===== src/rtl/arith_core_mod.sv =====
// arith_core_mod: 9-lane int8 conv MAC with channel accumulation, bias, ReLU, requantization and 4:1 max-pool
module arith_core_mod (
    input  logic        clk,
    input  logic        reset,
    input  logic [71:0] in,
    input  logic [71:0] weight,
    input  logic [15:0] bias,
    input  logic [1:0]  bound_level,
    input  logic [2:0]  step,
    input  logic        en,
    input  logic        en_relu,
    input  logic        en_mp,
    output logic [7:0]  out,
    output logic        out_en
);
    logic signed [15:0] prod [9];
    logic signed [23:0] p, acc, sh;
    logic signed [7:0]  q, q_r, mx, mx_n;
    logic [2:0] cnt;
    logic [1:0] pcnt;
    logic acc_v, q_v, last;

    for (genvar k = 0; k < 9; k++) begin : g_lane
        assign prod[k] = $signed(in[8*(8-k) +: 8]) * $signed(weight[8*(8-k) +: 8]);
    end

    always_comb begin
        p = '0;
        for (int i = 0; i < 9; i++) p = p + 24'(prod[i]);
    end

    assign sh   = acc >>> {bound_level, 2'b00};
    assign q    = (en_relu && sh < 0) ? 8'sd0 : (sh > 24'sd127) ? 8'sd127 : (sh < -24'sd128) ? 8'h80 : sh[7:0];
    assign last = !en_mp || pcnt == 2'd3;
    // without pooling pcnt stays 0, so mx_n is simply the current result
    assign mx_n = (pcnt == 2'd0 || q_r > mx) ? q_r : mx;

    always_ff @(posedge clk) begin
        if (reset) begin
            acc    <= '0;
            cnt    <= '0;
            acc_v  <= 1'b0;
            q_r    <= '0;
            q_v    <= 1'b0;
            mx     <= '0;
            pcnt   <= '0;
            out    <= '0;
            out_en <= 1'b0;
        end else begin
            if (en) begin
                acc <= (cnt == 3'd0) ? p + 24'($signed(bias)) : acc + p;
                cnt <= (cnt == step) ? 3'd0 : cnt + 3'd1;
            end
            acc_v  <= en && cnt == step;
            q_v    <= acc_v;
            out_en <= q_v && last;
            if (acc_v) q_r <= q;
            if (q_v) begin
                mx   <= mx_n;
                pcnt <= en_mp ? pcnt + 2'd1 : 2'd0;
                if (last) out <= mx_n;
            end
        end
    end
endmodule


===== config.mk =====
export PLATFORM = sky130hd
export DESIGN_NAME = arith_core_mod
export DESIGN_NICKNAME = d
export VERILOG_FILES = /design/src/rtl/arith_core_mod.sv
export SDC_FILE = /design/constraint.sdc
export NUM_CORES = 2
export LEC_CHECK = 0
export ABC_AREA = 1
export CAP_MARGIN = 20
export CORE_UTILIZATION = 45
export CTS_BUF_LIST = sky130_fd_sc_hd__clkbuf_16
export CTS_CLUSTER_DIAMETER = 100
export DETAILED_ROUTE_END_ITERATION = 6
export PLACE_DENSITY = 0.65
export SETUP_SLACK_MARGIN = 0.15
export SYNTH_ARGS = -nofsm -noshare
export SYNTH_HDL_FRONTEND = slang
export SYNTH_SLANG_ARGS = --single-unit
export TNS_END_PERCENT = 30

===== constraint.sdc =====
create_clock -name clk -period 8.82 [get_ports clk]
set_input_delay 0.882 -clock clk [delete_from_list [all_inputs] [get_ports clk]]
set_output_delay 0.882 -clock clk [all_outputs]
set_load 0.005 [all_outputs]

* Yosys cells after proc, flatten, opt, wreduce, memory -nomap -nowiden
Index checks and enable logic that the tools add are counted.
** Word-level totals
- Bits in registers :: 56
- Bits in latches :: 0
- Memory bits (writable) :: 0
- Memory bits (read-only) :: 0
- Bits of input ports :: 170
- Output and inout bits :: 9
- Memories :: 0
** Cells by class
- Add/sub/neg operators :: 12
- Multipliers :: 9
- Div/mod/pow operators :: 0
- Magnitude comparators :: 4
- Equal/unequal tests :: 2
- Shift operators :: 1
- Multiplexer cells :: 7
- Bitwise operators :: 0
- Reduce and logical (&&, ||, !) cells :: 9
** Operators by type and width (count)
- multiplier 8 x 8 -> 16 bit :: 9
- two-way mux 8 bit :: 4
- adder 23 x 16 -> 24 bit :: 1
- adder 24 x 16 -> 24 bit :: 1
- adder 24 bit :: 1
- greater-than comparator 24 x 8 -> 1 bit, second input constant :: 1
- less-than comparator 24 x 1 -> 1 bit, second input constant :: 1
- less-than comparator 24 x 8 -> 1 bit, second input constant :: 1
- two-way mux 24 bit :: 1
- >>> shifter 24 x 4 -> 24 bit :: 1
- adder 22 x 16 -> 23 bit :: 1
- adder 21 x 16 -> 22 bit :: 1
- adder 20 x 16 -> 21 bit :: 1
- adder 19 x 16 -> 20 bit :: 1
- adder 18 x 16 -> 19 bit :: 1
- adder 17 x 16 -> 18 bit :: 1
- adder 16 x 16 -> 17 bit :: 1
- greater-than comparator 8 bit :: 1
- adder 3 x 1 -> 3 bit, second input constant :: 1
- == test 3 bit :: 1
- logical AND 1 bit :: 3
- logical NOT 3 bit :: 1
- two-way mux 3 bit :: 1
- adder 2 x 1 -> 2 bit, second input constant :: 1
- other kinds (6) :: 7

* Longest topological paths before layout
- Depth in word-level cells :: 11
- Gate-level depth with buffers :: 44
- Mapped depth without buffers :: 43

* Least setup slack after synthesis
Ideal clock, no wire load.
- Path kind :: input to register
- From :: input weight[8]
- To :: register acc[23]
- Arrival time :: 8.945 ns
- Data required time :: 8.711 ns
- Path slack :: -0.234 ns
- Cell stages on the path :: 40
- Path buffers :: 1
- Path through :: clkbuf_1 > nand2_1 > fa_1 > inv_1 > fa_1 > fa_1 > fa_1 > fa_1 > inv_1 > fa_1 > fa_1 > inv_1 > fa_1 > inv_1 > fa_1 > inv_1 > fa_1 > ha_1 > (+4 left out) > nand2_1 > nand2_1 > nand2_1 > nand2_1 > nand2_1 > nand2_1 > xor2_1 > ha_1 > a21oi_1 > o21ai_0 > a21oi_1 > o21ai_0 > a21oi_1 > inv_1 > nand2_1 > nand3_1 > nand2_1 > inv_1
** On the way
- Longest elaborated chain between the ends :: 5
- Elaborated cells on any way between the ends :: 6
- Those cells by class :: add/sub: 4; mul: 1; mux: 1
** RTL lines
- from (decl) :: line 6 : input logic [71:0] weight,
- multiplier 8 x 8 -> 16 bit (*) :: line 24 : assign prod[k] = $signed(in[8*(8-k) +: 8]) * $signed(weight[8*(8-k) +: 8]);
- adder 22 x 16 -> 23 bit (*) :: line 29 : for (int i = 0; i < 9; i++) p = p + 24'(prod[i]);
- adder 23 x 16 -> 24 bit (*) :: line 29
- adder 24 bit or adder 24 x 16 -> 24 bit (tied branches) :: line 51 : acc <= (cnt == 3'd0) ? p + 24'($signed(bias)) : acc + p;
- two-way mux 24 bit (*) :: line 51
- to (signal assigned) :: line 51
- to (decl) :: line 17 : logic signed [23:0] p, acc, sh;
Every way passes the cells marked *; elsewhere a longest branch is shown, timed or not.
A chain may end at the register's enable or synchronous reset.

* Worst setup path after layout
- From :: input in[39]
- To :: register acc[17]
** On the way
- Longest elaborated chain between the ends :: 8
- Elaborated cells on any way between the ends :: 9
- Those cells by class :: add/sub: 7; mul: 1; mux: 1
** RTL lines
- from (decl) :: line 5 : input logic [71:0] in,
- multiplier 8 x 8 -> 16 bit (*) :: line 24
- adder 19 x 16 -> 20 bit (*) :: line 29
- adder 20 x 16 -> 21 bit (*) :: line 29
- adder 21 x 16 -> 22 bit (*) :: line 29
- adder 22 x 16 -> 23 bit (*) :: line 29
- adder 23 x 16 -> 24 bit (*) :: line 29
- adder 24 bit or adder 24 x 16 -> 24 bit (tied branches) :: line 51
- two-way mux 24 bit (*) :: line 51
Marks and branches as above.

==> impl_metrics.env <==
export IMPL_status="finished with violations"
export IMPL_violations="DRC, setup timing"
export IMPL_routabilityCongestion=0.9412
export IMPL_syn_inst=3815
export IMPL_multi_input_area_um2=25720
export IMPL_postRouteAntennaNets=0
export IMPL_hp_start="out[2]$_SDFFE_PP0P_"
export IMPL_antennaDiodeCount=0
export IMPL_yosys_warnings=0
export IMPL_grt_max_degree=44
export IMPL_rsz0062_at_grt="true"
export IMPL_drive_above_1_share_pct=22.31
export IMPL_cts_num_sinks=56
export IMPL_clock_fmax_mhz=109.7
export IMPL_finalSetupViolCount=13
export IMPL_synth_seq_cells=56
export IMPL_finalCriticalPeriod_ns=9.115
export IMPL_yosysUniqueCellTypes=41
export IMPL_port_buffers=178
export IMPL_fp_dieH_um=265.3
export IMPL_first_global_vias=26500
export IMPL_drt_first_pass_iters=7
export IMPL_final_common_cell="inv_1"
export IMPL_final_cell_mix="inv_1, fa_1, nand2_1, buf_4, ha_1"
export IMPL_drt_iter0_markers=1274
export IMPL_grt_usage_pct=25.24
export IMPL_cp_slowest_cell="fa_2"
export IMPL_drc=2
export IMPL_synth_yosys_seq_area_share_pct=3.593
export IMPL_grt_pass1_wl_um=138100
export IMPL_fin_crit_sh_pct=103.3
export IMPL_clk_path_buf_depth=2
export IMPL_syn_nets=5026
export IMPL_wl_per_cell_um=16.01
export IMPL_syn2layout_area_growth_pct=22.79
export IMPL_final_nets=5509
export IMPL_cp_arrival_ns=9.33
export IMPL_htree_num_levels=2
export IMPL_worst_slack_ns=-0.2948
export IMPL_hold_viol_final=0
export IMPL_end_kind="register"
export IMPL_hp_class="register to register"
export IMPL_cp_common_cell="fa_1"
export IMPL_crit_type="input pin to register"
export IMPL_ioPinCount=179
export IMPL_drv_cap=0
export IMPL_slew_headroom_pct=54.34
export IMPL_crit_required_ns=9.03
export IMPL_initial_core_util_pct=45.49
export IMPL_hold_worst_slack_ns=0.4760
export IMPL_grt_overflow=0
export IMPL_rrSetupSlack_ns=5.49
export IMPL_root_buffer="clkbuf_16"
export IMPL_cts_tree="built"
export IMPL_startpoint="in[39]"
export IMPL_synth_avg_cell_area_um2=8.178
export IMPL_insertion_delay_ns=0.31
export IMPL_viasPerCell=4.597
export IMPL_coreArea_um2=68590
export IMPL_max_stage_delay_ns=0.65
export IMPL_fillerInstances=6269
export IMPL_clk_pin_slew_worst_paths_ns=0.08
export IMPL_die_area_um2=70390
export IMPL_antenna_found_initial=0
export IMPL_worstPathMaxFanout=5
export IMPL_worst_pin_slew_ns=0.6838
export IMPL_maxSlewViolCount=0
export IMPL_num_vias=24040
export IMPL_seq_area_um2=1121
export IMPL_finalSetupTns_ns=-2.415
export IMPL_syn_area_um2=31200
export IMPL_start_kind="input pin"
export IMPL_num_rows=96
export IMPL_numCtsBuffers=5
export IMPL_r2r_start="cnt[0]$_SDFFE_PP0P_"
export IMPL_totalWireLength_um=83720
export IMPL_dp_hpwl_um=76010
export IMPL_worst_clock_skew_ns=0.009624
export IMPL_dieWidth_um=265.3
-- cell type report --
cell class | instances | area share, %
Clock buffer | 5 | 0.3266
Multi-Input combinational cell | 2269 | 67.14
Tap cell | 931 | 3.041
Timing Repair Buffer | 637 | 13.42
Clock inverter | 3 | 0.06532
Sequential cell | 56 | 2.926
Inverter | 1329 | 13.08
-- cells by family after synthesis --
family / count (synthesis) / share of synthesized area, %
buffers and inverters: 1490 / 18.01
adder cells (fa/ha/maj): 1041 / 61.21
AND/OR/NAND/NOR: 962 / 12.19
AO/OA/AOI/OAI: 223 / 3.774
flip-flops: 56 / 3.593
XOR/XNOR: 41 / 1.151
multiplexers: 2 / 0.06817
-- flip-flops by register name, indices dropped and copies added (netlist names) --
register  flops
q_r           8
acc_v         1
mx            8
out_en        1
pcnt          2
acc          24
cnt           3
out           8
q_v           1
-- what timing repair did --
action,4_1_cts,5_1_grt
resized for setup,701,175
setup buffers,61,22
setup endpoints to repair,18,18
hold buffers,0,0
hold endpoints to repair,0,0
pin swaps,258,149
cloned,0,0
-- path summary, 6_finish.rpt --
| path | to | depth (start not counted) |
|---|---|---|
| worst min register to register | out[2]$_SDFFE_PP0P_ | 2 |
| worst max register to register | acc[22]$_SDFFE_PP0P_ | 18 |
| worst max-delay path | acc[17]$_SDFFE_PP0P_ | 37 |
| worst min-delay path | out[2]$_SDFFE_PP0P_ | 2 |
-- worst max-delay path: cells and delay by family --
family | cells | cell delay, ns
AOI/OAI and AO/OA | 6 | 0.73
xor gates and xnor gates | 1 | 0.15
adders and majority gates | 12 | 6.01
buffers and inverters | 12 | 0.98
and+or+nand+nor | 6 | 0.59
-- metal layers --
| layer | GRT usage, % | part of all wire (%) | wire (µm) |
|---|---|---|---|
| met1 | 33.55 | 42 | 35180 |
| met2 | 44.13 | 50 | 41960 |
| met3 | 3.499 | 5.6 | 4670 |
| met4 | 4.796 | 2.3 | 1909 |
| met5 | 0 | 0 | 0 |
-- through the flow --
| stage | instances | instance area (µm²) | utilization (%) | setup slack (ns) |
|---|---|---|---|---|
| finish | 5230 | 38310 | 55.86 | -0.2948 |
| global route | 5230 | 38310 | 55.86 | -0.6235 |
| global placement | 5139 | 36680 | 53.48 | -1.150 |
| floorplan | 3815 | 31740 | - | 0.03740 |
| detailed placement | 5139 | 36680 | 53.48 | -1.244 |
| CTS | 5208 | 37800 | 55.12 | -0.3371 |
-- synthesized netlist by cell type, drive strengths merged --
master | instances | area share (%)
a211oi | 3 | 0.072
a21boi | 1 | 0.024
a21o | 6 | 0.14
a21oi | 97 | 1.6
a31oi | 3 | 0.060
and2 | 2 | 0.040
and3 | 1 | 0.020
buf | 11 | 0.22
clkbuf | 150 | 1.8
clkinv | 3 | 0.036
dfxtp | 56 | 3.6
fa | 809 | 52
ha | 232 | 9.3
inv | 1326 | 16
mux2 | 1 | 0.036
mux2i | 1 | 0.032
nand2 | 758 | 9.2
nand3 | 61 | 0.98
nand3b | 1 | 0.024
nand4 | 8 | 0.16
nor2 | 99 | 1.2
nor3 | 5 | 0.080
nor4 | 2 | 0.040
o2111ai | 1 | 0.028
o211ai | 3 | 0.072
o21a | 1 | 0.024
o21ai | 101 | 1.6
o21bai | 4 | 0.096
o22ai | 2 | 0.040
o31ai | 1 | 0.024
or2 | 25 | 0.50
xnor2 | 15 | 0.42
xor2 | 26 | 0.73
Power is left out: the tool's default activity adds up to more than one toggle a clock period on the data nets, which glitch-free logic cannot reach.
